[src/rtl/i_cache_dm.sv]
// i_cache_dm: direct-mapped instruction cache between the fetch PC and a
// word-wide backing memory. Hits return the instruction combinationally in
// the lookup cycle. A miss stalls fetch and refills the whole line one word
// at a time over a valid/ready memory port, with at most one request
// outstanding.
// Optional macro ICACHE_PERF_EN adds saturating hit_cnt/miss_cnt outputs.
module i_cache_dm #(
  parameter int AddrWidth = 32,
  parameter int LineWords = 4,
  parameter int NumLines  = 16
) (
  input  logic                 clk,
  input  logic                 rst_n,
  input  logic [AddrWidth-1:0] PCF,
  input  logic                 pc_valid,
  input  logic                 flush,
  output logic [31:0]          instr,
  output logic                 instr_valid,
  output logic                 stall,
  output logic                 mem_req,
  output logic [AddrWidth-1:0] mem_addr,
  input  logic                 mem_gnt,
  input  logic                 mem_rvalid,
  input  logic [31:0]          mem_rdata
`ifdef ICACHE_PERF_EN
  ,
  output logic [31:0]          hit_cnt,
  output logic [31:0]          miss_cnt
`endif
);

  localparam int WordW = $clog2(LineWords);
  localparam int OffW  = WordW + 2;
  localparam int IdxW  = $clog2(NumLines);
  localparam int TagW  = AddrWidth - OffW - IdxW;

  typedef enum logic {S_IDLE = 1'b0, S_REFILL = 1'b1} state_t;

  state_t             r_state;
  logic [NumLines-1:0] r_valid;
  logic [TagW-1:0]    r_tag  [NumLines];
  logic [31:0]        r_data [NumLines*LineWords];
  logic [TagW-1:0]    r_line_tag;
  logic [IdxW-1:0]    r_line_idx;
  logic [WordW-1:0]   r_req_cnt;
  logic [WordW-1:0]   r_rsp_cnt;
  logic               r_outst;     // a granted request awaits its response
  logic               r_req_done;  // all LineWords requests accepted
  logic               r_flushed;   // flush seen during this refill
  logic               r_hold;      // first cycle after reset release

  logic [TagW-1:0]    w_tag;
  logic [IdxW-1:0]    w_idx;
  logic [WordW-1:0]   w_word;
  logic               w_active;
  logic               w_idle;
  logic               w_hit;
  logic               w_miss;
  logic               w_rsp;
  logic               w_last_rsp;
  logic               w_unused;

  assign w_tag  = PCF[AddrWidth-1 -: TagW];
  assign w_idx  = PCF[OffW+IdxW-1:OffW];
  assign w_word = PCF[OffW-1:2];
  // Byte offset within a word is irrelevant for a word-wide fetch.
  assign w_unused = ^PCF[1:0];

  // Outputs are forced quiet while in reset and for one cycle afterwards.
  assign w_active = rst_n & ~r_hold;
  assign w_idle   = w_active & (r_state == S_IDLE);
  assign w_hit    = w_idle & pc_valid & r_valid[w_idx] & (r_tag[w_idx] == w_tag);
  assign w_miss   = w_idle & pc_valid & ~w_hit & ~flush;

  assign instr_valid = w_hit & ~flush;
  assign instr       = instr_valid ? r_data[{w_idx, w_word}] : 32'h0;
  assign stall       = w_miss | (w_active & (r_state == S_REFILL));

  assign mem_req  = w_active & (r_state == S_REFILL) & ~r_outst & ~r_req_done;
  assign mem_addr = {r_line_tag, r_line_idx, r_req_cnt, 2'b00};

  // Responses are only accepted while one is actually owed to this refill.
  assign w_rsp      = rst_n & (r_state == S_REFILL) & r_outst & mem_rvalid;
  assign w_last_rsp = w_rsp & (r_rsp_cnt == WordW'(LineWords - 1));

  // Control state: refill FSM, beat counters and line valid bits.
  always_ff @(posedge clk) begin
    if (!rst_n) begin
      r_state    <= S_IDLE;
      r_valid    <= '0;
      r_req_cnt  <= '0;
      r_rsp_cnt  <= '0;
      r_outst    <= 1'b0;
      r_req_done <= 1'b0;
      r_flushed  <= 1'b0;
      r_hold     <= 1'b1;
      r_line_tag <= '0;
      r_line_idx <= '0;
    end else begin
      r_hold <= 1'b0;
      if (flush) r_valid <= '0;
      case (r_state)
        S_IDLE: begin
          if (w_miss) begin
            r_state    <= S_REFILL;
            r_line_tag <= w_tag;
            r_line_idx <= w_idx;
            r_req_cnt  <= '0;
            r_rsp_cnt  <= '0;
            r_outst    <= 1'b0;
            r_req_done <= 1'b0;
            r_flushed  <= 1'b0;
          end
        end
        S_REFILL: begin
          if (flush) r_flushed <= 1'b1;
          if (mem_req && mem_gnt) begin
            r_req_cnt <= r_req_cnt + 1'b1;
            r_outst   <= 1'b1;
            if (r_req_cnt == WordW'(LineWords - 1)) r_req_done <= 1'b1;
          end
          if (w_rsp) begin
            r_outst   <= 1'b0;
            r_rsp_cnt <= r_rsp_cnt + 1'b1;
          end
          // A flush anywhere in the refill leaves the line invalid.
          if (w_last_rsp) begin
            r_state <= S_IDLE;
            if (!flush && !r_flushed) r_valid[r_line_idx] <= 1'b1;
          end
        end
        default: r_state <= S_IDLE;
      endcase
    end
  end

  // Data and tag storage: written by refill responses, never reset.
  always_ff @(posedge clk) begin
    if (w_rsp) r_data[{r_line_idx, r_rsp_cnt}] <= mem_rdata;
    if (w_last_rsp) r_tag[r_line_idx] <= r_line_tag;
  end

`ifdef ICACHE_PERF_EN
  // Saturating performance counters; flush leaves them untouched.
  always_ff @(posedge clk) begin
    if (!rst_n) begin
      hit_cnt  <= '0;
      miss_cnt <= '0;
    end else begin
      if (instr_valid && (hit_cnt != 32'hFFFF_FFFF)) hit_cnt <= hit_cnt + 32'd1;
      if (w_miss && (miss_cnt != 32'hFFFF_FFFF)) miss_cnt <= miss_cnt + 32'd1;
    end
  end
`endif

endmodule
[config.mk]
export PLATFORM = sky130hd
export DESIGN_NAME = i_cache_dm
export DESIGN_NICKNAME = d
export VERILOG_FILES = /design/src/rtl/i_cache_dm.sv
export SDC_FILE = /design/constraint.sdc
export NUM_CORES = 2
export LEC_CHECK = 0
export ABC_AREA = 1
export BUFFER_PORTS_ARGS = -buffer_cell sky130_fd_sc_hd__buf_2
export CAP_MARGIN = 20
export CORE_ASPECT_RATIO = 0.8
export CORE_MARGIN = 5
export CORE_UTILIZATION = 50
export CTS_BUF_LIST = sky130_fd_sc_hd__clkbuf_8 sky130_fd_sc_hd__clkbuf_16
export CTS_CLUSTER_SIZE = 30
export DETAILED_ROUTE_END_ITERATION = 8
export PLACE_DENSITY = 0.73
export SLEW_MARGIN = 40
export SYNTH_ARGS = -nofsm -noshare
export SYNTH_HDL_FRONTEND = slang
export SYNTH_SLANG_ARGS = --single-unit
[constraint.sdc]
create_clock -name clk -period 5.05 [get_ports clk]
set_input_delay 0.505 -clock clk [delete_from_list [all_inputs] [get_ports clk]]
set_output_delay 0.505 -clock clk [all_outputs]
set_load 0.01 [all_outputs]
# --- After elaboration in Yosys (flattened, before gate mapping) ---
# Memory sizes are Yosys's and may differ from the RTL's.
# Index checks and enable logic that the tools add are counted.
totals:
  latchBits: 0
  ram_bits: 2432
  input_bits: 70
  reg_bits: 53
  wordCells: 92
  memories: 2
  out_inout_bits: 67
  mem_bits_ro: 0
op_classes:
  reduce_logical: 11
  div_mod_pow: 0
  n_mux: 32
  eq_ne: 9
  order_cmp: 3
  n_addsub: 2
  shift: 0
  n_bitwise: 23
  n_mul: 0
memory_table:
  columns: ["memory", "words", "word_bits", "rd", "rd_clocked_by_memory_dff", "write_ports", "line", "source"]
  rows:
  - ["r_data", 64, 32, 1, 0, 1, "42", "logic [31:0] r_data [NumLines*LineWords];"]
  - ["r_tag", 16, 24, 1, 0, 1, "41", "logic [TagW-1:0] r_tag [NumLines];"]
ops:
  columns: ["operator", "n"]
  rows:
  - ["16-bit 2-to-1 mux", 5]
  - ["32-bit 2-to-1 mux", 1]
  - ["24-bit == test", 1]
  - ["16-bit bitwise OR", 1]
  - ["1-bit bitwise AND", 15]
  - ["1-bit 2-to-1 mux", 15]
  - ["4-bit by 5-bit less-than comparator with 1-bit output, second input constant", 2]
  - ["2-bit AND reduction", 5]
  - ["1-bit one-hot mux with 2 select lines", 4]
  - ["2-bit one-hot mux with 2 select lines", 2]
  - ["2-bit 2-to-1 mux", 3]
  - ["2-bit by 1-bit inequality test with 1-bit output, second input constant", 3]
  - ["1-bit inverter", 6]
  - ["2-bit by 1-bit adder with 2-bit output, second input constant", 2]
  - ["1-bit binary-select mux with 4-bit select", 1]
  - ["1-bit demux with 4-bit select", 1]
  - ["2-bit == test, second input constant", 2]
  - ["4-bit by 1-bit greater-or-equal comparator with 1-bit output, second input constant", 1]
  - ["2-bit inequality test, second input constant", 2]
  - ["1-bit logical AND", 3]
  - ["3-bit by 1-bit inequality test with 1-bit output, second input constant", 1]
  - ["3-bit AND reduction", 1]
  - ["1-bit logical NOT", 2]
  - ["1-bit bitwise OR", 1]

# --- Longest topological paths before layout ---
logic_depth:
  depth_word: 11
  ltp_mapped: 21
  mapped_depth_nobuf: 17

# --- Least setup slack after synthesis ---
# No wires, ideal clock.
synth_path:
  kind: "input -> register"
  from: "in rst_n"
  to: "mem r_data[12][0] (enable)"
  t_arrival_ns: 2.549
  n_path_buf: 0
  path_slack_ns: 2.079
  setup_ns: 0.421
  required_time_ns: 4.629
  cell_stages: 6
  cell_sequence: "nand2_1 > inv_1 > nand3_1 > clkinv_1 > nand4_1 > nor2_1"
synth_between:
  elab_chain_cells: 5
synth_rtl:
  columns: ["item", "line", "source"]
  rows:
  - ["start, declared", "13", "input logic rst_n,"]
  - ["1-bit bitwise AND (3 in a row)", "83", "assign w_rsp = rst_n & (r_state == S_REFILL) & r_outst & mem_rvalid;"]
  - ["1-bit 2-to-1 mux", "139", "if (w_rsp) r_data[{r_line_idx, r_rsp_cnt}] <= mem_rdata;"]
  - ["1-bit 2-to-1 mux (implied by the code)", "139", null]
  - ["end, declared", "42", null]
# No other way between the ends.

# --- Worst setup path after layout ---
layout_path:
  from: "in PCF[5]"
  to: "out instr[11]"
layout_between:
  elab_chain_cells: 6
  elab_cells_between_ends: 9
  cone_classes: "eq/ne (1); mux (3); bitwise (3); memory (2)"
layout_rtl:
  columns: ["item", "line", "source"]
  rows:
  - ["start, declared", "14", "input logic [AddrWidth-1:0] PCF,"]
  - ["branches (longest 5 deep; another with memory 16 x 24 bit)", null, null]
  - ["32-bit 2-to-1 mux *", "76", "assign instr = instr_valid ? r_data[{w_idx, w_word}] : 32'h0;"]
  - ["end, declared", "17", "output logic [31:0] instr,"]
# Every way passes the cells marked *. The select of a mux whose other input is x is not followed.

==> flow_summary.json <==
{
  "crit_path_start": "PCF[5]",
  "p_total_w": 0.04208,
  "hold_class": "input port to flop",
  "cts.sinks": 2485,
  "synth_cells": 7559,
  "critPathCaptureType": "output pin",
  "synthArstFlopShare_pct": 0,
  "synth_seq_area_share_pct": 75.03,
  "worstPathMaxFanout": 131,
  "cp_top_family": "simple AND/OR/NAND/NOR gates",
  "synth_compound_area_share_pct": 11.48,
  "die-area_mm2": 0.2065,
  "cts_resized": 0,
  "first_pass_iters": 6,
  "syn_area_per_cell_um2": 13.06,
  "grt_pass1_vias": 62370,
  "num_vias": 65340,
  "dpl_cell_area_mm2": 0.1034,
  "min_path_cells": 4,
  "fill_cells": 14780,
  "swShare_pct": 22.28,
  "ys_warn_count": 0,
  "io_pins": 137,
  "timing.clock.skew_ns": 0.08495,
  "antenna_found_initial": 13,
  "fin_nets": 7710,
  "clk_pin_slew_worst_paths_ns": 0.06,
  "slew_violations": 0,
  "pwr-share-seq_pct": 53.8,
  "clockBufferDepth": 3,
  "globalplace.congestion": 0.8193,
  "synthMuxAreaShare_pct": 0,
  "timing.rr.start": "r_line_idx[3]",
  "die_x_um": 506.9,
  "synth-edff-count": 2432,
  "setup_viol": 0,
  "period_minus_slack_ns": 4.379,
  "io_buffers": 132,
  "grt.total_usage_pct": 25.22,
  "crit_path_frequent_cell": "nor2_1",
  "hold_end": "r_flushed",
  "holdBufCountCts": 25,
  "path_class": "input port to output pin",
  "outcome": "finished clean",
  "yosys.area.top_type": "edfxtp_1",
  "row_count": 145,
  "synthMostInstantiatedCell": "edfxtp_1",
  "hold_start": "flush",
  "vdd_drop_max_mv": 0.3636,
  "worst_pin_slew_ns": 0.9626,
  "synthSimpleGateAreaFrac_pct": 10.33,
  "min_period_over_period_pct": 86.72,
  "tns_ns": 0,
  "rrSetupSlack_ns": 1.82,
  "power.clock.fraction_pct": 40.6,
  "netlist_area_mm2": 0.09875,
  "postLayoutCellArea_mm2": 0.1113,
  "synth_area_leaders": "edfxtp_1 (74%), nand2_1 (6.5%), a21oi_1 (3.4%), nor2_1 (1.9%), nand3_1 (1.8%)",
  "dpl.cell_count": 9951,
  "critPathLaunchType": "input port",
  "grt_pass1_wl_um": 395000,
  "clk_latency_ns": 0.89,
  "p_int_w": 0.03270,
  "drt_iter0_drc": 9266,
  "p_leak_nw": 37.64,
  "cts_max_level": 4,
  "p_sw_w": 0.009375,
  "path_cells": "buf_6, clkinv_8, nor2_1, o21ai_1, nand3_1, nand3_1, nand3_1, nand2_1, nor2_1, nand2_1, nor2_1, nand2_1, nor2_1, nand2_1, buf_4, nor2_1, buf_2",
  "stdcell_count": 10410,
  "maxCapViolCount": 0,
  "synth_top_family_by_area": "compound AO/OA/AOI/OAI gates",
  "grt_max_degree": 179,
  "ant_nets": 0,
  "avgRoutedWirePerCell_um": 25.83,
  "cpMaxStageDelayCell": "clkinv_8",
  "r2r_cells": 7,
  "tritoncts": "done",
  "synth_xor_area_share_pct": 0,
  "layout-drive-gt1-share_pct": 10.09,
  "critPathMaxStageDelay_ns": 0.47,
  "dieHeight_um": 407.5,
  "vias_per_cell": 6.277,
  "ys.flop_type": "edfxtp_1",
  "postCtsSetupBuffers": 0,
  "arrival_ns": 3.87,
  "rsz0062_at_grt": "false",
  "p_per_area_mw_per_mm2": 378.1,
  "drcViolationCount": 0,
  "numCtsBuffers": 228,
  "finalHoldViolCount": 0,
  "core_area_mm2": 0.1958,
  "fmax_mhz": 228.4,
  "initial_core_util_pct": 50.44,
  "crit_required_ns": 4.55,
  "r2r_end": "r_data[41][31]",
  "combPwrFrac_pct": 5.6,
  "drt-total-wl_um": 268900,
  "netlist.area_leader.share_pct": 73.96,
  "hpwl_um": 146700,
  "synthTopCellsByCount": "edfxtp_1 (2432), nand2_1 (1712), a21oi_1 (662)",
  "ys_types": 33,
  "root_buffer": "clkbuf_16",
  "syn_to_final_growth_pct": 12.71,
  "slew-limit-headroom_pct": 35.82,
  "synthAdderAreaFrac_pct": 0.02534,
  "yosys_register_bits": 2485,
  "path_buf_inv": 4,
  "gr-total-overflow": 0
}
-- cell type report --
cell class	instances	area [µm²]	area share, %
antenna	6	15.01	0.01349
clock buffer	231	5747	5.164
clock inverter	192	1735	1.559
inverter	215	855.8	0.7690
multi-input combinational	4314	22170	19.92
sequential	2485	74090	66.57
tap	2572	3218	2.892
timing repair buffer	394	3460	3.109
-- stage by stage --
| stage | hold slack (ns) | utilization [%] | setup WS (ns) |
|---|---|---|---|
| after floorplan | 0.4298 | - | 2.079 |
| after global routing | 0.07423 | 56.84 | 0.4999 |
| after global placement | 0.4428 | 52.69 | 0.8022 |
| after CTS | 0.02292 | 56.80 | 0.7200 |
| after detailed placement | 0.4563 | 52.85 | 0.7426 |
| final | 0.08510 | 56.85 | 0.6708 |
-- flip-flops by register name (all words and copies together), names as in the netlist --
| name | flops |
|---|---|
| r_valid | 16 |
| r_rsp_cnt | 2 |
| r_line_idx | 4 |
| r_req_cnt | 2 |
| r_outst | 1 |
| r_flushed | 1 |
| r_req_done | 1 |
| r_state | 1 |
| r_line_tag | 24 |
| r_tag | 384 |
| r_hold | 1 |
| r_data | 2048 |
-- layout by cell type (no fill, tap or decap), types with 25 or more instances in the layout --
cell type,instances
dfxtp_1,53
o21ai_0,332
nor2_1,431
dlygate4sd3_1,25
clkinv_2,47
o211ai_1,120
o311ai_0,63
edfxtp_1,2432
clkinv_1,59
a221o_1,64
nand3_1,347
nor2_4,80
inv_1,243
buf_4,211
buf_2,102
a221oi_1,192
a32o_1,110
a21oi_1,662
nand2_1,1712
o21ai_1,30
o221ai_1,128
clkbuf_16,229
buf_12,36
-- layer usage --
metal  wire [µm]  global-route usage, %
met1      103500                  34.97
met2      123700                  39.38
met3       29610                  4.603
met4       11970                  11.08
met5          73                      0
-- how the worst max path moves through the flow --
stage,endpoint,slack (ns),depth (start not counted)
2_1_floorplan,r_data[12][0],2.08,6
3_3_place_gp,instr[11],0.80,17
3_5_place_dp,instr[11],0.74,17
4_1_cts,instr[11],0.72,17
5_1_grt,instr[1],0.50,17
6_report,instr[11],0.67,17
-- power by group through the flow --
stage          Clock (W)  Sequential [W]  Combinational (W)
2_1_floorplan          0          0.0231            0.00129
3_3_place_gp           0          0.0231            0.00222
3_5_place_dp           0          0.0231            0.00229
4_1_cts           0.0172          0.0226            0.00232
5_1_grt           0.0181          0.0226            0.00252
6_report          0.0171          0.0226            0.00236
-- worst register-to-register path, stage by stage, from the launching register on --
cell and delay (ns):
dfxtp_1 0.50, inv_1 0.10, nor2_1 0.09, inv_1 0.06, nor2_1 0.11, clkinv_1 0.64
nor2_4 0.86, buf_4 0.46
-- cell families (layout without fill, tap and decap cells) --
kind of cell    count (synthesis)  in the layout
simple gates                 2588           2588
flops                        2485           2485
compound gates               1722           1722
buf+inv                       761           1032
fa+ha+maj                       2              2
other cells                     1              8
Power figures use the tool's default switching activity.
